===== src/rtl/ps2tx_pkg.sv =====
// Shared constants, FSM state type and frame builder for the PS/2 keyboard transmitter.
// Optional typematic repeat is enabled by defining PS2TX_TYPEMATIC_EN.
package ps2tx_pkg;

  localparam logic [7:0] PS2_EXT_PREFIX   = 8'hE0;
  localparam logic [7:0] PS2_BREAK_PREFIX = 8'hF0;
  localparam int         PS2_FRAME_BITS   = 11;

  typedef enum logic [2:0] {IDLE, LOAD, HI, LO, GAP} ps2tx_state_t;

  // Bit 0 goes out first: start 0, data LSB first, odd parity, stop 1.
  function automatic logic [PS2_FRAME_BITS-1:0] ps2_frame(input logic [7:0] b);
    return {1'b1, ~^b, b, 1'b0};
  endfunction

endpackage


===== src/rtl/ps2tx_fifo.sv =====
// Synchronous first-word-fall-through byte FIFO; DEPTH must be a power of two.
// Simultaneous push and pop are both honoured, including when full.
module ps2tx_fifo #(
  parameter int DEPTH = 8
) (
  input  logic                     clk_sys,
  input  logic                     reset,
  input  logic                     push,
  input  logic [7:0]               din,
  input  logic                     pop,
  output logic [7:0]               dout,
  output logic [$clog2(DEPTH):0]   count
);

  localparam int AW = $clog2(DEPTH);

  logic [7:0]    mem [DEPTH];
  logic [AW-1:0] wr_ptr;
  logic [AW-1:0] rd_ptr;
  logic          do_push;
  logic          do_pop;

  assign do_pop  = pop && (count != '0);
  assign do_push = push && ((count != (AW+1)'(DEPTH)) || do_pop);
  assign dout    = mem[rd_ptr];

  // NOTE: state registers use non-blocking assignments so every flop samples pre-edge values.
  always_ff @(posedge clk_sys) begin
    if (reset) begin
      wr_ptr <= '0;
      rd_ptr <= '0;
      count  <= '0;
    end else begin
      if (do_push) wr_ptr <= wr_ptr + AW'(1);
      if (do_pop)  rd_ptr <= rd_ptr + AW'(1);
      case ({do_push, do_pop})
        2'b10:   count <= count + (AW+1)'(1);
        2'b01:   count <= count - (AW+1)'(1);
        default: count <= count;
      endcase
    end
  end

  // NOTE: storage has no reset; the pointers and count alone define what is valid.
  always_ff @(posedge clk_sys) begin
    if (do_push) mem[wr_ptr] <= din;
  end

endmodule


===== src/rtl/ps2_key_tx.sv =====
// Converts hps_io ps2_key events into scan-set-2 PS/2 device frames on ps2_kbd_clk/ps2_kbd_data.
// Define PS2TX_TYPEMATIC_EN to add auto-repeat of the last held make code.
module ps2_key_tx
  import ps2tx_pkg::*;
#(
  parameter int HALF_PERIOD      = 2000,
  parameter int GAP_CYCLES       = 8000,
  parameter int FIFO_DEPTH       = 8,
  parameter int TYPEMATIC_DELAY  = 25000000,
  parameter int TYPEMATIC_PERIOD = 5000000
) (
  input  logic        clk_sys,
  input  logic        reset,
  input  logic [10:0] ps2_key,
  output logic        ps2_kbd_clk,
  output logic        ps2_kbd_data,
  output logic        busy,
  output logic        overflow
);

  localparam int CW      = $clog2(FIFO_DEPTH) + 1;
  localparam int CNT_MAX = (HALF_PERIOD > GAP_CYCLES) ? HALF_PERIOD : GAP_CYCLES;
  localparam int HW      = $clog2(CNT_MAX + 1);

  if (FIFO_DEPTH < 4 || (FIFO_DEPTH & (FIFO_DEPTH - 1)) != 0 || HALF_PERIOD < 1 ||
      GAP_CYCLES < 1 || TYPEMATIC_DELAY < 1 || TYPEMATIC_PERIOD < 1) begin : g_param_check
    $error("ps2_key_tx: illegal parameter value");
  end

  logic [7:0]    key_code;
  logic          key_ext;
  logic          key_pressed;
  logic          toggle_q;
  logic          event_hit;
  logic [23:0]   evt_buf;
  logic [1:0]    evt_n;
  logic          evt_ok;

  logic [1:0]    seq_cnt;
  logic [23:0]   seq_buf;
  logic          seq_idle;

  logic          fifo_pop;
  logic [7:0]    fifo_dout;
  logic [CW-1:0] fifo_count;
  logic [CW-1:0] free_slots;

  ps2tx_state_t  state, state_nxt;
  logic [HW-1:0] hcnt, hcnt_nxt;
  logic [3:0]    bit_idx, bit_idx_nxt;
  logic [PS2_FRAME_BITS-1:0] shreg, shreg_nxt;

  assign key_code    = ps2_key[7:0];
  assign key_ext     = ps2_key[8];
  assign key_pressed = ps2_key[9];
  assign event_hit   = ps2_key[10] != toggle_q;
  assign seq_idle    = seq_cnt == 2'd0;
  assign free_slots  = CW'(FIFO_DEPTH) - fifo_count;
  assign evt_ok      = event_hit && seq_idle && (free_slots >= CW'(evt_n));

  // Byte 0 of the buffer is pushed first.
  // NOTE: combinational blocks assign every output a default first so no latch is inferred.
  always_comb begin
    evt_buf = {16'h0000, key_code};
    evt_n   = 2'd1;
    case ({key_ext, key_pressed})
      2'b00:   begin evt_buf = {8'h00, key_code, PS2_BREAK_PREFIX};         evt_n = 2'd2; end
      2'b10:   begin evt_buf = {key_code, PS2_BREAK_PREFIX, PS2_EXT_PREFIX}; evt_n = 2'd3; end
      2'b11:   begin evt_buf = {8'h00, key_code, PS2_EXT_PREFIX};           evt_n = 2'd2; end
      default: ;
    endcase
  end

`ifdef PS2TX_TYPEMATIC_EN
  logic          rpt_armed;
  logic [31:0]   rpt_cnt;
  logic [7:0]    rpt_code;
  logic          rpt_ext;
  logic          rpt_ok;
  logic [23:0]   rpt_buf;
  logic [1:0]    rpt_n;

  assign rpt_buf = rpt_ext ? {8'h00, rpt_code, PS2_EXT_PREFIX} : {16'h0000, rpt_code};
  assign rpt_n   = rpt_ext ? 2'd2 : 2'd1;
  assign rpt_ok  = rpt_armed && (rpt_cnt == 32'd0) && !event_hit && seq_idle &&
                   (free_slots >= CW'(rpt_n));

  // Every event restarts the delay; only a make leaves the repeat armed.
  always_ff @(posedge clk_sys) begin
    if (reset) begin
      rpt_armed <= 1'b0;
      rpt_cnt   <= '0;
      rpt_code  <= '0;
      rpt_ext   <= 1'b0;
    end else if (event_hit) begin
      rpt_armed <= key_pressed;
      rpt_cnt   <= 32'(TYPEMATIC_DELAY - 1);
      rpt_code  <= key_code;
      rpt_ext   <= key_ext;
    end else if (rpt_armed) begin
      rpt_cnt   <= (rpt_cnt == 32'd0) ? 32'(TYPEMATIC_PERIOD - 1) : rpt_cnt - 32'd1;
    end
  end
`endif

  // Admission is decided in the event cycle; the sequencer then pushes one byte per cycle.
  always_ff @(posedge clk_sys) begin
    if (reset) begin
      toggle_q <= ps2_key[10];
      seq_cnt  <= '0;
      seq_buf  <= '0;
      overflow <= 1'b0;
    end else begin
      toggle_q <= ps2_key[10];
      if (!seq_idle) begin
        seq_buf <= {8'h00, seq_buf[23:8]};
        seq_cnt <= seq_cnt - 2'd1;
      end
      if (evt_ok) begin
        seq_buf <= evt_buf;
        seq_cnt <= evt_n;
      end else if (event_hit) begin
        overflow <= 1'b1;
`ifdef PS2TX_TYPEMATIC_EN
      end else if (rpt_ok) begin
        seq_buf <= rpt_buf;
        seq_cnt <= rpt_n;
`endif
      end
    end
  end

  ps2tx_fifo #(.DEPTH(FIFO_DEPTH)) u_fifo (
    .clk_sys (clk_sys),
    .reset   (reset),
    .push    (!seq_idle),
    .din     (seq_buf[7:0]),
    .pop     (fifo_pop),
    .dout    (fifo_dout),
    .count   (fifo_count)
  );

  always_ff @(posedge clk_sys) begin
    if (reset) begin
      state   <= IDLE;
      hcnt    <= '0;
      bit_idx <= '0;
      shreg   <= '1;
    end else begin
      state   <= state_nxt;
      hcnt    <= hcnt_nxt;
      bit_idx <= bit_idx_nxt;
      shreg   <= shreg_nxt;
    end
  end

  always_comb begin
    state_nxt   = state;
    hcnt_nxt    = hcnt + HW'(1);
    bit_idx_nxt = bit_idx;
    shreg_nxt   = shreg;
    fifo_pop    = 1'b0;
    case (state)
      IDLE: begin
        hcnt_nxt = '0;
        if (fifo_count != '0) state_nxt = LOAD;
      end
      LOAD: begin
        fifo_pop    = 1'b1;
        shreg_nxt   = ps2_frame(fifo_dout);
        bit_idx_nxt = '0;
        hcnt_nxt    = '0;
        state_nxt   = HI;
      end
      HI: begin
        if (hcnt == HW'(HALF_PERIOD - 1)) begin
          hcnt_nxt  = '0;
          state_nxt = LO;
        end
      end
      LO: begin
        if (hcnt == HW'(HALF_PERIOD - 1)) begin
          hcnt_nxt = '0;
          if (bit_idx == 4'(PS2_FRAME_BITS - 1)) begin
            state_nxt = GAP;
          end else begin
            shreg_nxt   = {1'b1, shreg[PS2_FRAME_BITS-1:1]};
            bit_idx_nxt = bit_idx + 4'd1;
            state_nxt   = HI;
          end
        end
      end
      GAP: begin
        if (hcnt == HW'(GAP_CYCLES - 1)) begin
          hcnt_nxt  = '0;
          state_nxt = IDLE;
        end
      end
      default: state_nxt = IDLE;
    endcase
  end

  // Data only moves on transitions into HI, so it is stable across every clock fall.
  assign ps2_kbd_clk  = (state != LO);
  assign ps2_kbd_data = (state == HI || state == LO) ? shreg[0] : 1'b1;
  assign busy         = (state != IDLE) || (fifo_count != '0);

endmodule


===== config.mk =====
export PLATFORM = sky130hd
export DESIGN_NAME = ps2_key_tx
export DESIGN_NICKNAME = d
export VERILOG_FILES = /design/src/rtl/ps2tx_pkg.sv /design/src/rtl/ps2tx_fifo.sv /design/src/rtl/ps2_key_tx.sv
export SDC_FILE = /design/constraint.sdc
export NUM_CORES = 1
export LEC_CHECK = 0
export ABC_AREA = 1
export CORE_AREA = 4 4 135 137
export DETAILED_ROUTE_END_ITERATION = 10
export DIE_AREA = 0 0 139 141
export PLACE_DENSITY = 0.61
export SYNTH_ARGS = -nofsm -noshare
export SYNTH_HDL_FRONTEND = slang
export SYNTH_HIERARCHICAL = 1
export SYNTH_SLANG_ARGS = --single-unit

===== constraint.sdc =====
create_clock -name clk_sys -period 3.13 [get_ports clk_sys]
set_clock_uncertainty 0.15 [all_clocks]
set_input_delay 0.626 -clock clk_sys [delete_from_list [all_inputs] [get_ports clk_sys]]
set_output_delay 0.626 -clock clk_sys [all_outputs]
set_load 0.02 [all_outputs]

======== Word-level counts from Yosys, hierarchy flattened ========
Memories as Yosys holds them, arrays and structs flattened. A register that Yosys moved wholly into a read port is not among the register bits.
Index checks and enable logic that the tools add are counted.
Widths: inputs -> output; s select.
storage, ports and cells
  register bits ........................... 69
  bits in writable memories ............... 64
  input port bits ......................... 13
  output and inout bits ................... 4
  word-level logic and storage cells ...... 92
  memories kept ........................... 1
cells by class
  add/subtract/negate cells ............... 8
  order comparisons ....................... 1
  equality and inequality tests ........... 20
  mux-type cells .......................... 28
  bitwise gates (word level) .............. 1
  reductions and logical operators ........ 22
memory list
  memory      words  width  rd ports  clocked after Yosys merged registers in  write ports  line              source
  u_fifo.mem  8      8      1         1                                        1            ps2tx_fifo.sv:17  logic [7:0] mem [DEPTH];
operators with widths
  operator               count
  $pmux 24 s3            1
  $mux 24                2
  $pmux 13 s3            1
  $mux 13                2
  $mux 11                2
  $pmux 11 s2            1
  $mux 3                 7
  $pmux 4 s2             2
  $pmux 3 s5             1
  $add 13x1->13 const B  1
  $eq 13x11->1 const B   1
  $eq 13x13->1 const B   1
  $ne 2x2->1 const B     6
  $add 4x1->4 const B    2
  $mux 4                 2
  $reduce_xnor 8->1      1
  $add 3x1->3 const B    2
  $eq 2x2->1 const B     3
  $eq 3x2->1 const B     2
  $reduce_or 2->1        3
  $eq 4x4->1 const B     1
  $ge 4x2->1             1
  $logic_and 1x1->1      4
  $logic_not 2->1        2
  other kinds (22)       29

======== Longest topological paths before layout ========
Gate-level depths: netlist of run 1.
  word-level depth ........................ 7
  mapped depth ............................ 16
  depth with buffers taken out ............ 15

======== Cells and area by module ========
The synthesis of run 1 kept the hierarchy.
by module, submodules not included
  module      instances  cells an instance  area each (µm²)  sequential area each (µm²)
  ps2_key_tx  1          464                3329.4           1161.1
  ps2tx_fifo  1          278                3183.1           2182.1

======== Least setup slack after synthesis of run 1 ========
Ideal clock, no wire load.
  path kind ............................... register to register
  from .................................... register seq_cnt[0]
  to ...................................... register u_fifo.count[3]
  library setup time ...................... 0.113 ns
  arrival time ............................ 2.138 ns
  required time ........................... 2.867 ns
  path slack .............................. 0.730 ns
  cell stages (with the launch flop) ...... 16
  path buffers ............................ 1
  clock period less this slack ............ 2.400 ns
  path through ............................ dfxtp_1 > inv_1 > ha_1 > inv_1 > clkbuf_1 > inv_1 > nand3_2 > inv_1 > ha_1 > nand3_1 > nand3_1 > nand3_1 > nand2_1 > nor2_1 > nor2_1 > nor2_1
between the ends
  word-level cells in the longest chain between the ends .. 5
  elaborated cells between the ends (all ways) .. 7
  those cells by class .................... eq/ne (2); mux (1); reduce/logical (4)
ends and longest elaborated chain
  item                                             line               source
  start, declared                                  ps2_key_tx.sv:39   logic [1:0] seq_cnt;
  start signal, assigned                           ps2_key_tx.sv:117  seq_cnt <= seq_cnt - 2'd1;
  start signal, assigned                           ps2_key_tx.sv:121  seq_cnt <= evt_n;
  $logic_not 2->1 (*)                              ps2_key_tx.sv:57   assign seq_idle = seq_cnt == 2'd0;
  $logic_not 1->1 (*)                              ps2_key_tx.sv:136  .push (!seq_idle),
  $logic_and 1x1->1 (*)                            ps2tx_fifo.sv:24   assign do_push = push && ((count != (AW+1)'(DEPTH)) || do_pop);
  $eq 2x1->1 or $eq 2x2->1 (tied branches)         ps2tx_fifo.sv:36   case ({do_push, do_pop})
  $pmux 4 s2 or $reduce_bool 2->1 (tied branches)  n/a
  end signal, assigned                             ps2tx_fifo.sv:37   2'b10: count <= count + (AW+1)'(1);
  end signal, assigned                             ps2tx_fifo.sv:38   2'b01: count <= count - (AW+1)'(1);
  end signal, assigned                             ps2tx_fifo.sv:39   default: count <= count;
  end, declared                                    ps2tx_fifo.sv:12   output logic [$clog2(DEPTH):0] count
Every way passes the cells marked *; elsewhere a longest branch is shown, timed or not.
A chain may end at the register's enable or synchronous reset.

======== Worst setup path in the final report of run 1 ========
  from .................................... register u_fifo.count[0]
  to ...................................... output port busy
between the ends
  word-level cells in the longest chain between the ends .. 2
ends and longest elaborated chain
  item               line               source
  $reduce_bool 4->1  ps2_key_tx.sv:206  assign busy = (state != IDLE) || (fifo_count != '0);
  $logic_or 1x1->1   ps2_key_tx.sv:206
  end, declared      ps2_key_tx.sv:17   output logic busy,
No other way between the ends.

==> results of run 1 <==
[placed cells by master (no fill, tap or decap), types with 2 or more instances in the layout]
master             n
nand2_1          140
nor2_1            95
inv_1             84
dfxtp_1           71
edfxtp_1          64
nand3_1           51
a21oi_1           35
o21ai_0           33
clkbuf_16         17
buf_4             17
ha_1              16
clkdlybuf4s50_1   16
o32ai_1           16
nand4_1           15
nand3_2           14
xnor2_1           12
a21oi_2           12
xor2_1            11
nand2_2            7
nand3b_1           7
o21ai_1            6
nand2_4            4
bufinv_16          4
inv_2              3
nor2_4             3
nor2_2             3
clkinv_2           3
or2_2              2
nor3_1             2
clkbuf_1           2
clkinvlp_4         2
clkinv_4           2
[Yosys cell counts (2+ instances only)]
| master | number |
|---|---|
| nor2_4 | 3 |
| nor2_2 | 3 |
| inv_2 | 3 |
| o21ai_1 | 6 |
| nor2_1 | 95 |
| nand4_1 | 15 |
| xnor2_1 | 12 |
| buf_2 | 14 |
| o32ai_1 | 16 |
| nor3_1 | 2 |
| nand3b_1 | 7 |
| nand2_2 | 7 |
| nand2_1 | 140 |
| o21ai_0 | 33 |
| edfxtp_1 | 64 |
| inv_1 | 84 |
| nand3_2 | 14 |
| a21oi_2 | 12 |
| buf_1 | 2 |
| ha_1 | 16 |
| buf_6 | 5 |
| dfxtp_1 | 71 |
| a21oi_1 | 35 |
| xor2_1 | 11 |
| or2_2 | 2 |
| nand3_1 | 51 |
| clkbuf_1 | 9 |
| nand2_4 | 4 |
[metrics by stage]
step / cell area (um2) / instances / worst slack, ns / power [W]
after floorplan: 6513 / 742 / 0.7297 / 0.004516
after global placement: 6909 / 969 / 0.06767 / 0.005087
after detailed placement: 6909 / 969 / 0.03666 / 0.005118
after CTS: 7522 / 1001 / 0.3197 / 0.007202
after global routing: 7522 / 1001 / 0.2106 / 0.007668
final: 7522 / 1001 / 0.3489 / 0.007145
[worst reg2reg max path, stage by stage, from the launching register on]
cell and delay, ns:
dfxtp_1 0.68, inv_2 0.41, nor2_1 0.20, o32ai_1 0.12, nand2_1 0.08, nand2_1 0.13
xnor2_1 0.30, xnor2_1 0.12, nand2_1 0.07, nand3_1 0.06, nand2_1 0.06, nand2_1 0.04
[cells by family (layout without fill, tap and decap cells)]
family                   count (synthesis)  in the layout  share of synthesized area (%)
AND/OR/NAND/NOR                        344            344                          24.53
adder cells (fa/ha/maj)                 17             17                          3.381
flip-flops                             135            135                          51.34
AO/OA/AOI/OAI                          104            104                          9.683
buffers and inverters                  119            153                          7.973
XOR/XNOR                                23             23                          3.093
[sequential cells by signal, indices dropped and copies added (netlist names), named ones only]
| register | cells |
|---|---|
| u_fifo/mem | 64 |
| seq_buf | 24 |
| hcnt | 13 |
| shreg | 10 |
| bit_idx | 4 |
| u_fifo/count | 4 |
| state | 3 |
| u_fifo/rd_ptr | 3 |
| u_fifo/wr_ptr | 3 |
| seq_cnt | 2 |
| overflow | 1 |
| toggle_q | 1 |
[final cells by class]
cell class | count | area [um2]
repair buffers | 34 | 307.8
clock buffers | 19 | 432.9
fillers | 1704 | 9534
clock inverters | 13 | 180.2
multi-input cells | 488 | 2650
flip-flops and latches | 135 | 3343
inverters | 87 | 326.6
well taps | 225 | 281.5
[metal layers]
layer	global-route usage, %	vias to the layer above	routed length (um)
li1	-	2501	-
met1	18.72	2233	6410
met2	21.86	73	5942
met3	3.053	19	372
met4	6.025	0	314
met5	0	-	0
[report_power, final]
group | total, W | internal (W) | switching, W
combinational | 0.00262 | 0.000940 | 0.00168
sequential | 0.00245 | 0.00222 | 0.000230
clock | 0.00207 | 0.00133 | 0.000744
total | 0.00715 | 0.00449 | 0.00265
[worst max-delay path by stage]
stage	start	endpoint	slack (ns)	cells after the start
after floorplan	seq_cnt[0]	u_fifo/count[3]	0.73	15
after global placement	ps2_key[8]	seq_buf[8]	0.07	16
after detailed placement	ps2_key[8]	seq_buf[8]	0.04	16
after CTS	u_fifo/count[0]	busy	0.32	4
after global routing	ps2_key[8]	seq_cnt[0]	0.21	14
final	u_fifo/count[0]	busy	0.35	4
==> results.md, run 1 <==
- Register bit total from synthesis: 135
- Synth unique cells: 34
- Final Util: 44.10%
- CP max stage cell: clkdlybuf4s50_1
- # port buffers: 16
- Syn Nets: 772
- CTS Hold Bufs: 0
- Drt wl/cell: 13.03 um
- Cells on worst reg2reg path: 11
- First-pass GRT wire length: 22.36 mm
- Gpl congestion: 0.7938
- PD cells: 949.9 mW/mm2
- Class of the worst hold path: flop to flop
- Vias after detailed routing: 4,826
- Arrival time worst endpoint: 2.01 ns
- CTS H-tree depth: 4
- FFs w/ async S/R, synth: 0%
- Yosys warning count: 6
- Worst slew margin: 49.00%
- Vias in the first global route: 4,599
- CTS tree: built
- Part of the Yosys area used for sequential elements: 51.34%
- Die area: 0.01960 mm2
- Achievable Freq: 359.6 MHz
- Vias/cell: 4.821
- Worst R2R Setup Slack: 0.58 ns
- Worst-case hold slack: 0.3130 ns
- Final nets: 793
- Area grow syn2layout: 15.50%
- 1st-iter DRT viols: 244
- Post-synth EDFFs: 64
- Post-cts sizing count: 0
- Initial antenna violation count: 0
- Critical path cell sequence: inv_1 -> ha_1 -> nand4_1 -> clkdlybuf4s50_1
- Initial DRT Pass Iterations: 4
- Worst-path clk slew: 0.06 ns
- Reg2reg end: shreg[9]
- Min-delay src: u_fifo/rd_ptr[2]
- Crit path buffers/inverters: 2
- Post-DP HPWL: 8.611 mm
- Critical path endpoint category: output port
- Status: finished, final reports clean
- Clock latency on the worst-skew pair: 0.42 ns
- Initial Utilization: 38.18%
- Share of post-route cells with drive strength above 1: 12.37%
- Drt drc: 0
- Total CTS buffers: 17
- Worst path required time: 2.35 ns
- Share of the synthesized area in the top cell type: 29.51%
- Max cap viols: 0
- Root buf cell: clkbuf_16
- Crit path max fanout: 4
- Unrepaired setup endpoints after global routing: no
- Synth area leader: edfxtp_1
- Slew Limit Fails: 0
- Final hold vios: 0
- Detail Route Antenna Nets: 0
- Actual slew at the worst max-slew pin: 0.7641 ns
- Die width: 139 um
- Leakage: 3.014 nW
- Top Family by Delay on Critical Path: buffers and inverters
- VDD IR max: 474.6 uV
- Largest net degree at the start of global routing: 33
- Netlist Area Pre-Place: 0.006512 mm2
- CP Launch Type: flop
- CP peak stage delay: 0.63 ns
- Critical path class: flop to output port
- Syn avg cell area: 8.777 um2
- Post-Syn Instances: 742
- # setup viols final: 0
- Post-layout min period: 2.781 ns
- CTS sink cnt: 135
- Die Ht: 141 um
- Synth Flop Type: dfxtp_1
- Clock buffer depth: 2
- Num rows: 48
- Inserted Diodes: 0
- Core area: 0.01706 mm2
- Io pins: 17
- WL final: 13.04 mm
- Fin crit share: 88.85%
- Top post-synthesis cells by area: edfxtp_1 30%, dfxtp_1 22%, nand2_1 8.1%, nor2_1 5.5%, inv_1 4.8%
- Hold depth: 1
- Grt total ovfl: 0
- Post-Route Setup TNS: 0 ns
- Total GRT Usage: 13.96%
- Postcts setup bufs: 0
Power figures use the tool's default switching activity.
==> inputs of run 2 (changes only) <==
--- a/config.mk
+++ b/config.mk
@@ -7,8 +7,10 @@
 export LEC_CHECK = 0
 export ABC_AREA = 1
 export CORE_AREA = 4 4 135 137
+export CTS_CLUSTER_DIAMETER = 80
 export DETAILED_ROUTE_END_ITERATION = 10
 export DIE_AREA = 0 0 139 141
+export HOLD_SLACK_MARGIN = 0.15
 export PLACE_DENSITY = 0.61
 export SYNTH_ARGS = -nofsm -noshare
 export SYNTH_HDL_FRONTEND = slang
==> results of run 2 <==
Final layout, timing and power as in run 1 (identical DEF).
==> inputs of run 3 (changes only) <==
--- a/config.mk
+++ b/config.mk
@@ -11,6 +11,7 @@
 export DETAILED_ROUTE_END_ITERATION = 10
 export DIE_AREA = 0 0 139 141
 export HOLD_SLACK_MARGIN = 0.15
+export MAX_ROUTING_LAYER = met4
 export PLACE_DENSITY = 0.61
 export SYNTH_ARGS = -nofsm -noshare
 export SYNTH_HDL_FRONTEND = slang
==> run 3 against run 2 <==
First-iteration DRC count decreased by 2.0%. Utilization did not move. Fmax is essentially flat. Clock power about the same. Setup slack barely moved. Sequential power hardly changed. Count of clock-buffer cells in the layout unchanged. Non-clock buffer count stayed put.
==> results.md, run 3 (synthesis gave the netlist of run 1 again) <==
- Actual slew at the worst max-slew pin: 0.7686 ns
- Vias/cell: 4.821
- Postcts setup bufs: 0
- Post-Route Setup TNS: 0 ns
- Share of post-route cells with drive strength above 1: 12.37%
- Biggest regs: u_fifo/mem (64), seq_buf (24), hcnt (13)
- Root buf cell: clkbuf_16
- Io pins: 17
- Initial antenna violation count: 0
- 1st-iter DRT viols: 239
- Arrival time worst endpoint: 2.01 ns
- Initial Utilization: 38.18%
- Max cap viols: 0
- Area grow syn2layout: 15.50%
- Worst Setup SP: u_fifo/count[0]
- CTS sink cnt: 135
- Core area: 0.01706 mm2
- Critical path cell sequence: inv_1 -> ha_1 -> nand4_1 -> clkdlybuf4s50_1
- Max reg flops: 64
- Largest net degree at the start of global routing: 33
- Detail Route Antenna Nets: 0
- Post-DP HPWL: 8.611 mm
- Max Used Layer: met4
- CP max stage cell: clkdlybuf4s50_1
- Hold depth: 1
- Final nets: 793
- Commonest non-fill, non-tap cells in the layout: 140 x nand2_1, 95 x nor2_1, 84 x inv_1, 71 x dfxtp_1, 64 x edfxtp_1
- Critical path endpoint category: output port
- Clock buffer depth: 2
- Die area: 0.01960 mm2
- Class of the worst hold path: flop to flop
- # port buffers: 16
- Fin crit share: 88.85%
- WL final: 13.07 mm
- VDD IR max: 475.4 uV
- Grt total ovfl: 0
- Met2 WL: 5.945 mm
- Worst-path clk slew: 0.06 ns
- CP Launch Type: flop
- Total GRT Usage: 14.33%
- Total CTS buffers: 17
- CTS tree: built
- Most common cell after layout, fill and taps aside: nand2_1
- Worst path required time: 2.35 ns
- Vias after detailed routing: 4,826
- Final hold vios: 0
- Die width: 139 um
- Critical path class: flop to output port
- # setup viols final: 0
- Worst slew margin: 48.70%
- CP peak stage delay: 0.63 ns
- Status: finished, final reports clean
- Unrepaired setup endpoints after global routing: no
- Reg with most FFs: u_fifo/mem
- Min-delay src: u_fifo/rd_ptr[2]
- Cells on worst reg2reg path: 11
- Crit path buffers/inverters: 2
- Clock latency on the worst-skew pair: 0.42 ns
- Inserted Diodes: 0
- Post-cts sizing count: 0
- Drt drc: 0
- Slew Limit Fails: 0
- Crit path max fanout: 4
- Drt wl/cell: 13.06 um
- Gpl congestion: 0.8092
- CTS Hold Bufs: 0
- Leakage: 3.014 nW
- Die Ht: 141 um
- PD cells: 950.2 mW/mm2
- Instance count on the critical path: 4
- Top Family by Delay on Critical Path: buffers and inverters
- Num rows: 48
- Post-layout min period: 2.781 ns
- Initial DRT Pass Iterations: 4
- Met1 WL: 6.434 mm
- Achievable Freq: 359.6 MHz
- Routed length on met3: 377 um
- CTS H-tree depth: 4
- Vias in the first global route: 4,596
- Worst-case hold slack: 0.3121 ns
- First-pass GRT wire length: 22.33 mm
[run 3: final cells by class]
class,instances,area [um2]
sequential,135,3343
multi-input combinational,488,2650
clock inverter,13,180.2
clock buffer,19,432.9
tap,225,281.5
inverter,87,326.6
fill,1704,9534
timing repair buffer,34,307.8
[run 3: worst paths after layout]
path | end | slack (ns)
setup / recovery | busy | 0.35
hold / removal | flop | 0.31
hold reg to reg | flop | 0.31
setup reg to reg | shreg[9] | 0.56
[run 3: routing by layer]
metal  GRT usage [%]  vias up
met3           2.951       21
met2           21.94       62
met5               -        -
met1           18.61     2241
met4           6.025        0
li1                -     2502
[run 3: worst register-to-register path, delay by kind of cell, from the launching register on]
| kind | cells | cell delay, ns |
|---|---|---|
| flops | 1 | 0.69 |
| simple gates | 7 | 0.65 |
| buf+inv | 1 | 0.42 |
| xor+xnor | 2 | 0.42 |
| compound gates | 1 | 0.12 |
[run 3: where the power goes]
group	total, W	switching [W]	internal [W]
combinational	0.00262	0.00168	0.000940
sequential	0.00245	0.000232	0.00222
clock	0.00207	0.000743	0.00133
total	0.00715	0.00266	0.00449
[run 3: per-stage QoR]
| stage | std cells | util (%) | setup WS (ns) | cell area (um2) | total power (W) |
|---|---|---|---|---|---|
| after global placement | 969 | 40.51 | 0.06767 | 6909 | 0.005087 |
| after CTS | 1001 | 44.10 | 0.3197 | 7522 | 0.007202 |
| after detailed placement | 969 | 40.51 | 0.03666 | 6909 | 0.005118 |
| after global routing | 1001 | 44.10 | 0.2090 | 7522 | 0.007663 |
| final | 1001 | 44.10 | 0.3489 | 7522 | 0.007148 |
| after floorplan | 742 | - | 0.7297 | 6513 | 0.004516 |
